### config.mk
export PLATFORM = sky130hd
export DESIGN_NAME = ddrx_refresh_sched
export DESIGN_NICKNAME = d
export VERILOG_FILES = /design/src/rtl/ddrx_mc_pkg.sv /design/src/rtl/ddrx_wait_cnt.sv /design/src/rtl/ddrx_refresh_sched.sv
export SDC_FILE = /design/constraint.sdc
export NUM_CORES = 1
export LEC_CHECK = 0
export CORE_MARGIN = 3
export CORE_UTILIZATION = 53
export DETAILED_ROUTE_END_ITERATION = 6
export HOLD_SLACK_MARGIN = 0.06
export PLACE_DENSITY = 0.87
export REMOVE_ABC_BUFFERS = 1
export SLEW_MARGIN = 5
export SYNTH_ARGS = -nofsm -noshare
export SYNTH_HDL_FRONTEND = slang
export SYNTH_SLANG_ARGS = --single-unit
export TNS_END_PERCENT = 10
### constraint.sdc
create_clock -name core_clk -period 4.3 [get_ports core_clk]
set_input_delay 1.29 -clock core_clk [delete_from_list [all_inputs] [get_ports core_clk]]
set_output_delay 1.29 -clock core_clk [all_outputs]
set_load 0.1 [all_outputs]
### src/rtl/ddrx_mc_pkg.sv
// Shared definitions for the DDRx memory-controller core: refresh FSM states,
// postponement limits and the DFI command opcodes used by the command mux.
package ddrx_mc_pkg;

  localparam int C_MAX_POSTPONE_DEF   = 8;
  localparam int C_JEDEC_MAX_POSTPONE = 8;

  typedef enum logic [2:0] {
    REF_IDLE,
    REF_DRAIN,
    REF_PREA,
    REF_WAIT_RP,
    REF_REF,
    REF_WAIT_RFC
  } ref_state_e;

  // {ras_n, cas_n, we_n} with cs_n low
  typedef enum logic [2:0] {
    DFI_CMD_REF  = 3'b001,
    DFI_CMD_PREA = 3'b010,
    DFI_CMD_NOP  = 3'b111
  } dfi_cmd_e;

endpackage

### src/rtl/ddrx_wait_cnt.sv
// Loadable down-counter: done pulses for one cycle when the count reaches zero
// while enabled, and the counter then reloads from load_val.
module ddrx_wait_cnt #(
  parameter int W = 16
) (
  input  logic         clk,
  input  logic         rst_n,
  input  logic         load,
  input  logic         en,
  input  logic [W-1:0] load_val,
  output logic         done
);

  logic [W-1:0] cnt;

  assign done = en & ~load & (cnt == '0);

  always_ff @(posedge clk or negedge rst_n) begin
    if (!rst_n) begin
      cnt <= '0;
    end else if (load || done) begin
      cnt <= load_val;
    end else if (en) begin
      cnt <= cnt - W'(1);
    end
  end

endmodule

### src/rtl/ddrx_refresh_sched.sv
// Refresh scheduler: tracks tREFI debt and sequences PREA -> tRP -> REF -> tRFC,
// opportunistically when the main scheduler is idle, forcibly when debt is urgent.
module ddrx_refresh_sched
  import ddrx_mc_pkg::*;
#(
  parameter int C_TREFI_W      = 16,
  parameter int C_TRFC_W       = 10,
  parameter int C_TRP_W        = 6,
  parameter int C_MAX_POSTPONE = C_MAX_POSTPONE_DEF,
  parameter int C_CNT_W        = $clog2(C_MAX_POSTPONE + 1)
) (
  input  logic                 core_clk,
  input  logic                 core_arstn,
  input  logic                 cfg_en,
  input  logic [C_TREFI_W-1:0] cfg_trefi,
  input  logic [C_TRFC_W-1:0]  cfg_trfc,
  input  logic [C_TRP_W-1:0]   cfg_trp,
  input  logic                 sched_idle,
  input  logic                 bank_open,
  output logic                 ref_block,
  output logic                 ref_urgent,
  output logic                 cmd_valid,
  input  logic                 cmd_ready,
  output logic                 cmd_is_ref,
  output logic [C_CNT_W-1:0]   ref_pending,
  output logic                 err_overflow
);

  localparam int C_MAXP   = (C_MAX_POSTPONE > C_JEDEC_MAX_POSTPONE) ? C_JEDEC_MAX_POSTPONE
                                                                      : C_MAX_POSTPONE;
  localparam int C_WAIT_W = (C_TRFC_W > C_TRP_W) ? C_TRFC_W : C_TRP_W;

  ref_state_e state, state_nxt;
  logic       run, armed, tick, start, ref_hs, wait_load, wait_en, wait_done;
  logic [C_TREFI_W-1:0] trefi_m1;
  logic [C_WAIT_W-1:0]  trp_m1, trfc_m1, wait_val;

  // The interval counter is reloaded on the first enabled cycle and whenever disabled
  assign run      = cfg_en & (cfg_trefi != '0);
  assign trefi_m1 = cfg_trefi - C_TREFI_W'(1);

  always_ff @(posedge core_clk or negedge core_arstn) begin
    if (!core_arstn) armed <= 1'b0;
    else             armed <= run;
  end

  ddrx_wait_cnt #(.W(C_TREFI_W)) u_trefi_cnt (
    .clk      (core_clk),
    .rst_n    (core_arstn),
    .load     (~(run & armed)),
    .en       (run & armed),
    .load_val (trefi_m1),
    .done     (tick)
  );

  // One counter serves both tRP and tRFC; it is loaded at the command handshake
  assign trp_m1    = (cfg_trp  == '0) ? '0 : C_WAIT_W'(cfg_trp)  - C_WAIT_W'(1);
  assign trfc_m1   = (cfg_trfc == '0) ? '0 : C_WAIT_W'(cfg_trfc) - C_WAIT_W'(1);
  assign wait_val  = (state == REF_REF) ? trfc_m1 : trp_m1;
  assign wait_load = cmd_valid & cmd_ready;
  assign wait_en   = (state == REF_WAIT_RP) || (state == REF_WAIT_RFC);

  ddrx_wait_cnt #(.W(C_WAIT_W)) u_wait_cnt (
    .clk      (core_clk),
    .rst_n    (core_arstn),
    .load     (wait_load),
    .en       (wait_en),
    .load_val (wait_val),
    .done     (wait_done)
  );

  assign ref_urgent = (ref_pending >= C_CNT_W'(C_MAXP - 1));
  assign ref_hs     = cmd_valid & cmd_ready & cmd_is_ref;

  always_ff @(posedge core_clk or negedge core_arstn) begin
    if (!core_arstn) begin
      ref_pending  <= '0;
      err_overflow <= 1'b0;
    end else if (tick && !ref_hs) begin
      if (ref_pending == C_CNT_W'(C_MAXP)) err_overflow <= 1'b1;
      else                                 ref_pending  <= ref_pending + C_CNT_W'(1);
    end else if (ref_hs && !tick && ref_pending != '0) begin
      ref_pending <= ref_pending - C_CNT_W'(1);
    end
  end

  always_ff @(posedge core_clk or negedge core_arstn) begin
    if (!core_arstn) state <= REF_IDLE;
    else             state <= state_nxt;
  end

  always_comb begin
    state_nxt = state;
    start     = 1'b0;
    unique case (state)
      REF_IDLE: begin
        if (cfg_en && ref_pending != '0 && (sched_idle || ref_urgent)) begin
          start     = 1'b1;
          state_nxt = REF_DRAIN;
        end
      end
      REF_DRAIN:    state_nxt = bank_open ? REF_PREA : REF_REF;
      REF_PREA:     if (cmd_ready) state_nxt = REF_WAIT_RP;
      REF_WAIT_RP:  if (wait_done) state_nxt = REF_REF;
      REF_REF:      if (cmd_ready) state_nxt = REF_WAIT_RFC;
      // All banks are already closed here, so an urgent follow-up goes straight to REF
      REF_WAIT_RFC: if (wait_done) state_nxt = (ref_pending != '0 && ref_urgent) ? REF_REF
                                                                                   : REF_IDLE;
      default:      state_nxt = REF_IDLE;
    endcase
  end

  assign ref_block  = (state != REF_IDLE) | start;
  assign cmd_valid  = (state == REF_PREA) || (state == REF_REF);
  assign cmd_is_ref = (state == REF_REF);

endmodule

==> metrics.md, run 1 <==
| Metric | Value |
|---|---|
| Status | finished clean |
| Skew final | between 9 and 10 ps |
| Max-slew violations | 0 |
| Die W | 76.6 um |
| Peak VDD IR | approximately 0.00028 V |
| Register bit total from synthesis | 35 |
| Switching share of power | 0.496 |
| Hold_ws | 471 ps |
| DP Wirelength | between 4000 and 5000 um |
| Cts bufs inserted | 5 |
| Crit path arrival time | ~4300 ps |
| Clk_lat worst skew | ~300 ps |
| Comb pwr share | 0.548 |
| Pwr/cell area | 504 mW/mm^2 |
| FF/Latch Area | 876 sq um |
| Critical Path RT | around 4500 ps |
| Core box area | ~0.0048 sq mm |
| Synth async-reset ratio | 1.00 |
| Slew @ Worst Pin | between 900 and 1000 ps |
| Avg WL per Cell | ~15 um |
| Filler Cells Inserted | 361 |
| Total congestion overflow | 0 |
| # diodes | 0 |
| Number of I/O port buffers | between 40 and 50 |
| Critical path class | in -> reg |
| YS warnings | 0 |
| Post-synth EDFFs | 0 |
| Yosys top cell area share | 0.332 |
| DRC violations left | 0 |
| Crit Path Max Fanout | 5 |
| Sequential Power Share | 0.316 |
| Cells along the critical path | dlymetal6s2s_1, or4_4, or4_4, o311a_4, nand2_4, mux2i_1, ha_2, buf_6, nand2_2, or3_4, a21oi_2, o21ai_0, a22oi_1 |
| Most used cell along the critical path | or4_4 |
| Multi-input logic area | 0.00172 sq mm |
| Setup TNS | 0 ps |
| Critical path launch point type | primary input |
| Clk sinks | 35 |
| Post-Syn Area | around 0.0026 sq mm |
| Initial Util | 0.556 |
| Period Utilization, post-route | 0.960 |
| Die area | approximately 0.0059 sq mm |
| P_sw | between 800 and 900 uW |
| Synth cell count leaders | nor2_1, dfrtp_1, nand2_1, xnor2_1, a21oi_1 |
| Clock-pin slew on the worst setup and hold paths | 70 ps |
| First-pass GRT wire length | between 10000 and 15000 um |
| Relative slew slack | 0.356 |
| H-tree Lvls | 2 |
| Antenna-violating nets left | 0 |
| Syn Inst Count | 313 |
| Initial detailed-routing violation count | roughly 180 |
| Layout cells sized above 1 | 0.139 |
| Synth area leaders | dfrtp_1, xnor2_1, nor2_1 |
| Leakage | approximately 1.4 nW |
| Mean cell area of the mapped netlist | about 8.4 sq um |
| Finished Cell Area | roughly 0.0035 sq mm |
| Internal power | roughly 880 uW |
| Nets | roughly 430 |
| Worst Setup End Kind | flop |
| Largest net degree at the start of global routing | 36 |
| CTS max path bufs | 2 |
| Initial antenna violation count | 0 |
| Vias in the first global route | between 2000 and 3000 |
| Yosys top cell by area | dfrtp_1 |
| CTS root buf | clkbuf_8 |
| All-layer global routing usage | 0.231 |
| Post-Route WL | roughly 6700 um |
| FMAX | around 0.24 GHz |
| Post-synth top flop | dfrtp_1 |
| CP peak stage delay | between 500 and 600 ps |
| Post-synthesis cell type count | 56 |
| CTS tree | done |
| Boundary pin count | 47 |
| Setup-failing EPs final | 0 |
| Die Y | approximately 77 um |
| Area growth syn-to-layout | 30.8% |
| Final min period | 4130 ps |
| Via count | 2618 |
| Placement Rows | 25 |
| Post-DR vias/cell | 5.83 |
| Pre-antenna DRT Iters | 4 |
| Min-delay worst type | reg -> reg |
| Clock power share | 0.135 |
| Placement Cell Area | between 0.003 and 0.004 sq mm |
| Final hold vios | 0 |
| Most frequent cell after synthesis | nor2_1 |
| Worst path slowest cell | or4_4 |
| Routability Congestion | roughly 0.9 |
| Sequential area share after synthesis | 0.332 |
| RSZ-0062 raised after global routing | no |
| Max cap viols | 0 |
==> kinds of logic after synthesis <==
kind of cell	after synthesis	synth area share
simple gates	133	0.262
fa+ha+maj	7	0.0360
mux	9	0.0346
flops	35	0.332
xor+xnor	33	0.109
compound gates	77	0.193
buf+inv	19	0.0336
==> layout make-up <==
type | count | area share
Clock buffer | 7 | 0.0221
Clock inverter | 1 | 0.00145
Tap cell | 67 | 0.0243
Multi-Input combinational cell | 259 | 0.498
Sequential cell | 35 | 0.254
Timing Repair Buffer | 70 | 0.190
Inverter | 10 | 0.0109
==> stage by stage <==
stage                     utilization  setup WS (ps)  instances  power, mW
after floorplan                     -           -547        304       1.21
after global placement          0.693           -273        438       1.46
after detailed placement        0.693           -404        438       1.48
after CTS                       0.716          -47.7        448       1.73
after global routing            0.727           70.9        449       1.84
final                           0.727            170        449       1.74
==> flip-flops by register name (all words and copies together), names as in the netlist <==
signal and cells:
armed 1, err_overflow 1, ref_pending 4, state 3
u_trefi_cnt.cnt 16, u_wait_cnt.cnt 10
==> power by group through the flow <==
stage	Clock, mW	Sequential, mW	Combinational (mW)
3_3_place_gp	0	0.547	0.913
2_1_floorplan	0	0.638	0.576
4_1_cts	0.240	0.546	0.948
6_report	0.235	0.550	0.954
5_1_grt	0.250	0.568	1.03
3_5_place_dp	0	0.551	0.932
==> routing by layer <==
layer,up-vias,track usage,routed length [um]
met1,1238,0.283,2870
li1,1286,-,-
met5,-,0,0
met3,17,0.0520,360
met4,0,0.0996,180
met2,77,0.388,3270
==> cells in the final DEF (no fill, tap or decap), types with 2 or more instances in the layout <==
cell and count:
dlymetal6s2s_1 4, or3_1 6, inv_1 10, a31o_2 2
a21oi_2 2, nor4_1 9, nand3_1 4, nor3_1 14
o31ai_1 3, clkdlybuf4s50_1 38, and2_1 5, a221oi_1 4
a21o_1 3, or2_2 2, xnor2_1 24, a31oi_1 4
o211ai_1 2, o21ai_0 16, buf_4 26, clkbuf_1 2
nor2_1 40, or4_4 2, nor3b_1 2, o22ai_1 4
nand3b_1 3, a21oi_1 16, ha_1 5, a22oi_1 3
clkbuf_8 5, o221ai_1 2, dfrtp_1 35, nor2b_1 3
xor2_1 9, or4_1 6, o41ai_1 2, nand2_1 22
mux2i_1 8, nand2b_1 5
==> final timing paths <==
check,start,endpoint,slack [ps],cells past startpoint
min,err_overflow$_DFFE_PN0P_,err_overflow$_DFFE_PN0P_,470,1
max in group asynchronous,core_arstn,u_trefi_cnt.cnt[3]$_DFFE_PN0P_,2550,2
min in group asynchronous,core_arstn,u_trefi_cnt.cnt[11]$_DFFE_PN0P_,1440,2
min reg2reg,err_overflow$_DFFE_PN0P_,err_overflow$_DFFE_PN0P_,470,1
max reg2reg,u_trefi_cnt.cnt[3]$_DFFE_PN0P_,u_trefi_cnt.cnt[14]$_DFFE_PN0P_,990,12
max,cfg_trefi[9],u_trefi_cnt.cnt[14]$_DFFE_PN0P_,170,13
==> timing repair <==
item	CTS	global route
buffers inserted	2	1
hold buffers	0	0
gates resized for setup	4	11
cloned	0	0
setup endpoints to repair	4	6
pin swaps	1	5
==> worst max-delay path: cells and delay by family <==
kind | cells | cell delay (ps)
and+or+nand+nor | 5 | 1550
adders and majority gates | 1 | 210
AOI/OAI and AO/OA | 4 | 830
muxes | 1 | 200
buffers and inverters | 2 | 250
Power figures use the tool's default switching activity.
==> run 2, diff against run 1 <==
--- a/config.mk
+++ b/config.mk
@@ -5,14 +5,16 @@
 export SDC_FILE = /design/constraint.sdc
 export NUM_CORES = 1
 export LEC_CHECK = 0
+export CORE_ASPECT_RATIO = 0.5
 export CORE_MARGIN = 3
-export CORE_UTILIZATION = 53
+export CORE_UTILIZATION = 54
 export DETAILED_ROUTE_END_ITERATION = 6
 export HOLD_SLACK_MARGIN = 0.06
-export PLACE_DENSITY = 0.87
+export PLACE_DENSITY = 0.88
 export REMOVE_ABC_BUFFERS = 1
 export SLEW_MARGIN = 5
 export SYNTH_ARGS = -nofsm -noshare
 export SYNTH_HDL_FRONTEND = slang
+export SYNTH_HIERARCHICAL = 1
 export SYNTH_SLANG_ARGS = --single-unit
 export TNS_END_PERCENT = 10
==> metrics.md, run 2 <==
| Metric | Value |
|---|---|
| Period Utilization, post-route | 0.999 (+0.0389) |
| Slew @ Worst Pin | 979 ps (+15.5 ps) |
| Synth async-reset ratio | 1.00 (unchanged) |
| Min-delay worst type | reg -> reg |
| Hold Buf Count CTS | 0 (unchanged) |
| Number of I/O port buffers | 46 (unchanged) |
| Relative slew slack | 0.345 (-0.0104) |
| Crit path arrival time | 4460 ps (+120 ps) |
| Placement Rows | 17 (-32%) |
| Initial antenna violation count | 0 (unchanged) |
| Largest regs | u_trefi_cnt/cnt (16), u_wait_cnt/cnt (10), ref_pending (4) |
| H-tree Lvls | 2 (unchanged) |
| YS warnings | 6 (+6) |
| Setup TNS | 0 ps (unchanged) |
| Critical hold path startpoint | err_overflow$_DFFE_PN0P_ |
| Layout cells sized above 1 | 0.224 (+0.0854) |
| Die Y | 56.7 um (-26%) |
| CTS max path bufs | 2 (unchanged) |
| Die W | 107 um (+40%) |
| Clk sinks | 35 (unchanged) |
| Peak VDD IR | 0.000390 V (+38%) |
| Pwr/cell area | 484 mW/mm^2 (-3.8%) |
| WP buf/inv | 2 (unchanged) |
| Final hold vios | 0 (unchanged) |
| Post-DR vias/cell | 5.73 (-1.7%) |
| Final WS setup | 2.87 ps (-167 ps) |
| Avg WL per Cell | 16.1 um (+8.2%) |
| Worst Setup End Kind | flop |
| Hold path depth | 1 (unchanged) |
| Skew final | 1.93 ps (-7.90 ps) |
| Total congestion overflow | 0 (unchanged) |
| Max reg flops | 16 (unchanged) |
| Hold_ws | 492 ps (+20.2 ps) |
| Yosys top cell by area | dfrtp_1 |
| Vias in the first global route | 2807 (+12%) |
| Pre-antenna DRT Iters | 4 (unchanged) |
| CP peak stage delay | 500 ps (-40 ps) |
| Finished Cell Area | 0.00375 sq mm (+8.5%) |
| Synth area leaders | dfrtp_1, xnor2_1, xor2_1 |
| Placement Cell Area | 0.00353 sq mm (+7.1%) |
| Worst reg-to-reg setup slack | 1300 ps (+310 ps) |
| Most frequent cell after synthesis | nor2_1 |
| Register bit total from synthesis | 35 (unchanged) |
| Critical path launch point type | primary input |
| Filler Cells Inserted | 282 (-22%) |
| Die area | 0.00610 sq mm (+3.9%) |
| WHS Endpoint | err_overflow$_DFFE_PN0P_ |
| Core Util, Final | 0.801 (+0.0745) |
| Nets | 453 (+6.3%) |
| Cts bufs inserted | 5 (unchanged) |
| Via count | 2705 (+3.3%) |
| Syn Inst Count | 321 (+2.6%) |
| Max-slew violations | 0 (unchanged) |
| Initial Util | 0.594 (+0.0383) |
| Worst path slowest cell | mux4_2 |
| Yosys top cell area share | 0.315 (-0.0164) |
| Max cap viols | 0 (unchanged) |
| Setup-failing EPs final | 0 (unchanged) |
| Status | finished clean |
| RR Startpoint | u_trefi_cnt/cnt[11]$_DFFE_PN0P_ |
| Post-Syn Area | 0.00278 sq mm (+5.2%) |
| DRC violations left | 0 (unchanged) |
| Delay-heaviest family, CP | simple AND/OR/NAND/NOR gates |
| Critical path class | in -> reg |
| All-layer global routing usage | 0.247 (+0.0166) |
| Largest net degree at the start of global routing | 36 (unchanged) |
| Core box area | 0.00468 sq mm (-1.6%) |
| Reg-to-Reg End | ref_pending[3]$_DFFE_PN0P_ |
| Final min period | 4300 ps (+167 ps) |
| Worst slack, placed | -605 ps (-201 ps) |
| Inst Count DP | 459 (+4.8%) |
| Cells along the critical path | clkdlybuf4s15_1, or3_4, or3_4, o31a_1, and2_4, nor3b_4, and3_4, nand2_4, nor4_4, and2_4, inv_4, ha_4, a21o_1, a21oi_2, mux4_2 |
| Clk_lat worst skew | 290 ps (about the same) |
| Routability Congestion | 0.834 (-9.2%) |
| Post-Route WL | 7600 um (+14%) |
| Sequential area share after synthesis | 0.315 (-0.0164) |
| Area growth syn-to-layout | 34.9% |
| Mean cell area of the mapped netlist | 8.66 sq um (+2.6%) |
| # diodes | 0 (unchanged) |
| Crit Path Max Fanout | 2 (-3) |
| Boundary pin count | 47 (unchanged) |
| CTS root buf | clkbuf_8 |
| Antenna-violating nets left | 0 (unchanged) |
| Initial detailed-routing violation count | 193 (+9.7%) |
| Most common cell after layout, fill and taps aside | nor2_1 |
| Clock-pin slew on the worst setup and hold paths | 70 ps (about the same) |
| CTS tree | done |
| R2r worst-path depth | 10 (-2) |
| FMAX | 0.233 GHz (-3.9%) |
| Synth cell count leaders | nor2_1, dfrtp_1, a21oi_1 |
| Leakage | 1.52 nW (+8.7%) |
| Post-synthesis cell type count | 58 (+3.6%) |
| Highest-count cells in the layout ignoring fill and taps | nor2_1, buf_4, clkdlybuf4s50_1 |
| Tot Pwr | 1.82 mW (+4.4%) |
| DP Wirelength | 5360 um (+11%) |
| Critical Path RT | 4470 ps (-40 ps) |
| Largest Register | u_trefi_cnt/cnt |
| Post-synth top flop | dfrtp_1 |
| Non-Filler Instances | 472 (+5.1%) |
| First-pass GRT wire length | 12100 um (+8.2%) |
| Post-synth EDFFs | 0 (unchanged) |
-- run 2: cell type report --
cell class | count | area, sq um | share of cell area
clock buffer | 8 | 100 | 0.0267
inverter | 19 | 73.8 | 0.0197
multi-input combinational | 260 | 1870 | 0.498
sequential | 35 | 876 | 0.234
tap | 66 | 82.6 | 0.0220
timing repair buffer | 84 | 748 | 0.200
-- run 2: logic make-up (layout without fill, tap and decap cells) --
group	after synthesis	in the layout	synth area share
xor gates and xnor gates	46	46	0.145
DFF	35	35	0.315
and+or+nand+nor	133	133	0.266
AOI/OAI and AO/OA	66	66	0.157
muxes	5	5	0.0257
buffers and inverters	26	111	0.0441
adders and majority gates	10	10	0.0477
-- run 2: routing by layer --
layer	routed length [um]	GRT usage	up-vias
met3	416	0.0494	26
li1	-	-	1295
met5	0	0	-
met2	3880	0.472	98
met1	3070	0.261	1286
met4	233	0.117	0
-- run 2: power breakdown --
part	leakage [nW]	internal, mW	switching, mW
Combinational	1.06	0.373	0.609
Clock	0.0515	0.146	0.119
Sequential	0.410	0.421	0.148
-- run 2: what timing repair did --
| action | in CTS | in global routing |
|---|---|---|
| pin swaps | 6 | 9 |
| resized for setup | 14 | 9 |
| buffers inserted | 3 | 2 |
| setup endpoints to repair | 3 | 3 |
-- run 2: worst max path at each step --
stage	from	end	slack (ps)	depth (start not counted)
2_1_floorplan	cfg_trefi[11]	u_trefi_cnt/cnt[1]$_DFFE_PN0P_	-200	8
3_3_place_gp	cfg_trefi[11]	ref_pending[3]$_DFFE_PN0P_	-500	15
3_5_place_dp	cfg_trefi[11]	ref_pending[3]$_DFFE_PN0P_	-600	15
4_1_cts	cfg_trefi[0]	ref_pending[3]$_DFFE_PN0P_	4	16
5_1_grt	cfg_trefi[10]	ref_pending[3]$_DFFE_PN0P_	-30	15
6_report	cfg_trefi[10]	ref_pending[3]$_DFFE_PN0P_	3	15
==> run 3, diff against run 2 <==
--- a/config.mk
+++ b/config.mk
@@ -7,10 +7,10 @@
 export LEC_CHECK = 0
 export CORE_ASPECT_RATIO = 0.5
 export CORE_MARGIN = 3
-export CORE_UTILIZATION = 54
+export CORE_UTILIZATION = 40
 export DETAILED_ROUTE_END_ITERATION = 6
 export HOLD_SLACK_MARGIN = 0.06
-export PLACE_DENSITY = 0.88
+export PLACE_DENSITY = 0.7
 export REMOVE_ABC_BUFFERS = 1
 export SLEW_MARGIN = 5
 export SYNTH_ARGS = -nofsm -noshare
==> metrics.md, run 3 (same netlist as run 2, synthesis figures left out) <==
| Metric | Value |
|---|---|
| Worst path slowest cell | mux4_2 |
| Worst Setup End Kind | flop |
| First-pass GRT wire length | 11500 um (-4.5%) |
| Nets | 455 (+0.44%) |
| WP buf/inv | 2 (unchanged) |
| Final hold vios | 0 (unchanged) |
| Relative slew slack | 0.354 (+0.00910) |
| Placement Rows | 20 (+3) |
| DP Wirelength | 5080 um (-5.2%) |
| Slew @ Worst Pin | 965 ps (-13.6 ps) |
| CTS tree | done |
| Cts bufs inserted | 5 (unchanged) |
| Most common cell after layout, fill and taps aside | nor2_1 |
| Boundary pin count | 47 (unchanged) |
| Area growth syn-to-layout | 38.5% |
| Leakage | 1.57 nW (+2.9%) |
| Highest-count cells in the layout ignoring fill and taps | nor2_1, buf_4, dfrtp_1, clkdlybuf4s50_1, a21oi_1 |
| Crit Path Max Fanout | 2 (unchanged) |
| Number of I/O port buffers | 46 (unchanged) |
| Met2 Use GR | 0.317 (-0.155) |
| Avg WL per Cell | 13.8 um (-14%) |
| Peak VDD IR | 0.000292 V (-25%) |
| Worst reg-to-reg setup slack | 1390 ps (+90 ps) |
| Initial antenna violation count | 0 (unchanged) |
| Core Util, Final | 0.603 (-0.198) |
| Clock-pin slew on the worst setup and hold paths | 50 ps (-20 ps) |
| Setup TNS | 0 ps (unchanged) |
| Critical path launch point type | primary input |
| Status | finished clean |
| CTS root buf | clkbuf_16 |
| Cells along the critical path | clkdlybuf4s15_1, or3_4, or3_4, o31a_1, and2_4, nor3b_4, and3_4, nand2_4, nor4_4, and2_4, inv_4, ha_4, a21o_1, a21oi_2, mux4_2 |
| Max-slew violations | 0 (unchanged) |
| CTS max path bufs | 2 (unchanged) |
| Delay-heaviest family, CP | simple AND/OR/NAND/NOR gates |
| Clk_lat worst skew | 280 ps (about the same) |
| Finished Cell Area | 0.00385 sq mm (+2.7%) |
| Initial Util | 0.435 (-0.158) |
| Hold_ws | 483 ps (-8.61 ps) |
| Setup-failing EPs final | 0 (unchanged) |
| Initial detailed-routing violation count | 109 (-44%) |
| Period Utilization, post-route | 0.979 (-0.0200) |
| Clk sinks | 35 (unchanged) |
| Skew final | 6.08 ps (+4.15 ps) |
| Critical Path RT | 4450 ps (-20 ps) |
| Die area | 0.00804 sq mm (+32%) |
| Via count | 2612 (-3.4%) |
| Final min period | 4210 ps (-85.8 ps) |
| Post-DR vias/cell | 5.27 (-8.1%) |
| # diodes | 0 (unchanged) |
| Routability Congestion | 0.874 (+4.8%) |
| All-layer global routing usage | 0.178 (-0.0692) |
| Vias in the first global route | 2669 (-4.9%) |
| Placement Cell Area | 0.00355 sq mm (+0.78%) |
| FMAX | 0.237 GHz (+2.0%) |
| Largest regs | u_trefi_cnt/cnt (16), u_wait_cnt/cnt (10), ref_pending (4) |
| Die Y | 64.9 um (+14%) |
| Post-Route WL | 6840 um (-10%) |
| Core box area | 0.00638 sq mm (+36%) |
| Met1 Resource Use GR | 0.212 (-0.0489) |
| Die W | 124 um (+15%) |
| Critical path class | in -> reg |
| CP peak stage delay | 520 ps (+20 ps) |
| Largest Register | u_trefi_cnt/cnt |
| DRC violations left | 0 (unchanged) |
| Total congestion overflow | 0 (unchanged) |
| Pwr/cell area | 498 mW/mm^2 (+2.9%) |
| M3 GR Usage | 0.0357 (-0.0136) |
| Max cap viols | 0 (unchanged) |
| H-tree Lvls | 2 (unchanged) |
| Antenna-violating nets left | 0 (unchanged) |
| Pre-antenna DRT Iters | 4 (unchanged) |
| Layout cells sized above 1 | 0.235 (+0.0112) |
| Max reg flops | 16 (unchanged) |
| Crit path arrival time | 4360 ps (-100 ps) |
| Min-delay worst type | reg -> reg |
| Largest net degree at the start of global routing | 36 (unchanged) |
| Busiest grt layer | met2 |
[run 3: changes by cell type in the layout (fill, tap and decap cells not counted)]
cell / before / now
clkbuf_8: 7 / 2
clkdlybuf4s15_1: 2 / 1
nor4_4: 2 / 3
dlymetal6s2s_1: 1 / 2
inv_2: 0 / 1
clkbuf_2: 0 / 2
nor4_2: 1 / 0
inv_1: 18 / 17
clkdlybuf4s50_1: 37 / 35
buf_4: 41 / 43
clkbuf_16: 0 / 5
[run 3: per-layer routing]
layer	part of all wire	vias up	wire length [um]
met5	0	-	0
met4	0.022	0	147
met3	0.049	16	335
met2	0.49	63	3360
met1	0.44	1229	2990
li1	-	1304	-
[run 3: cell type report]
cell class,count,area (sq um)
Multi-Input combinational cell,260,1880
Fill cell,564,2530
Timing Repair Buffer,86,756
Clock buffer,8,156
Inverter,19,73.8
Tap cell,88,110
Sequential cell,35,876
[run 3: worst register-to-register path, stage by stage (launching register included)]
cell and delay, ps:
dfrtp_1 420, or4_1 530, nor2_2 260, nand2_4 90
nor4_4 150, and2_4 200, inv_4 40, ha_4 200
a21o_1 180, a21oi_2 190, mux4_2 520
[run 3: metrics by stage]
| stage | worst slack (ps) | power, mW | cells |
|---|---|---|---|
| floorplan | -196 | 1.24 | 314 |
| global placement | -513 | 1.48 | 481 |
| detailed placement | -675 | 1.51 | 481 |
| CTS | 32.3 | 1.92 | 493 |
| global route | -9.01 | 2.04 | 496 |
| finish | 88.7 | 1.92 | 496 |
[run 3: path summary, 6_finish.rpt]
kind | startpoint | endpoint | depth (start not counted)
setup / recovery | cfg_trefi[11] | ref_pending[3]$_DFFE_PN0P_ | 15
hold / removal | err_overflow$_DFFE_PN0P_ | err_overflow$_DFFE_PN0P_ | 1
setup reg to reg | u_trefi_cnt/cnt[11]$_DFFE_PN0P_ | ref_pending[3]$_DFFE_PN0P_ | 10
hold reg to reg | err_overflow$_DFFE_PN0P_ | err_overflow$_DFFE_PN0P_ | 1
max in group asynchronous | core_arstn | u_wait_cnt/cnt[6]$_DFFE_PN0P_ | 2
min in group asynchronous | core_arstn | u_trefi_cnt/cnt[5]$_DFFE_PN0P_ | 2
[run 3: what timing repair did]
action,in CTS,in global routing
gates cloned,0,0
endpoints found under the setup margin,3,1
endpoints found under the hold margin,0,0
hold buffers,0,0
buffers inserted,4,3
gates resized for setup,16,14
pin swaps,7,7
[run 3: power by group]
group	internal (mW)	switching, mW
clock	0.246	0.131
sequential	0.422	0.143
combinational	0.372	0.603
total	1.04	0.877
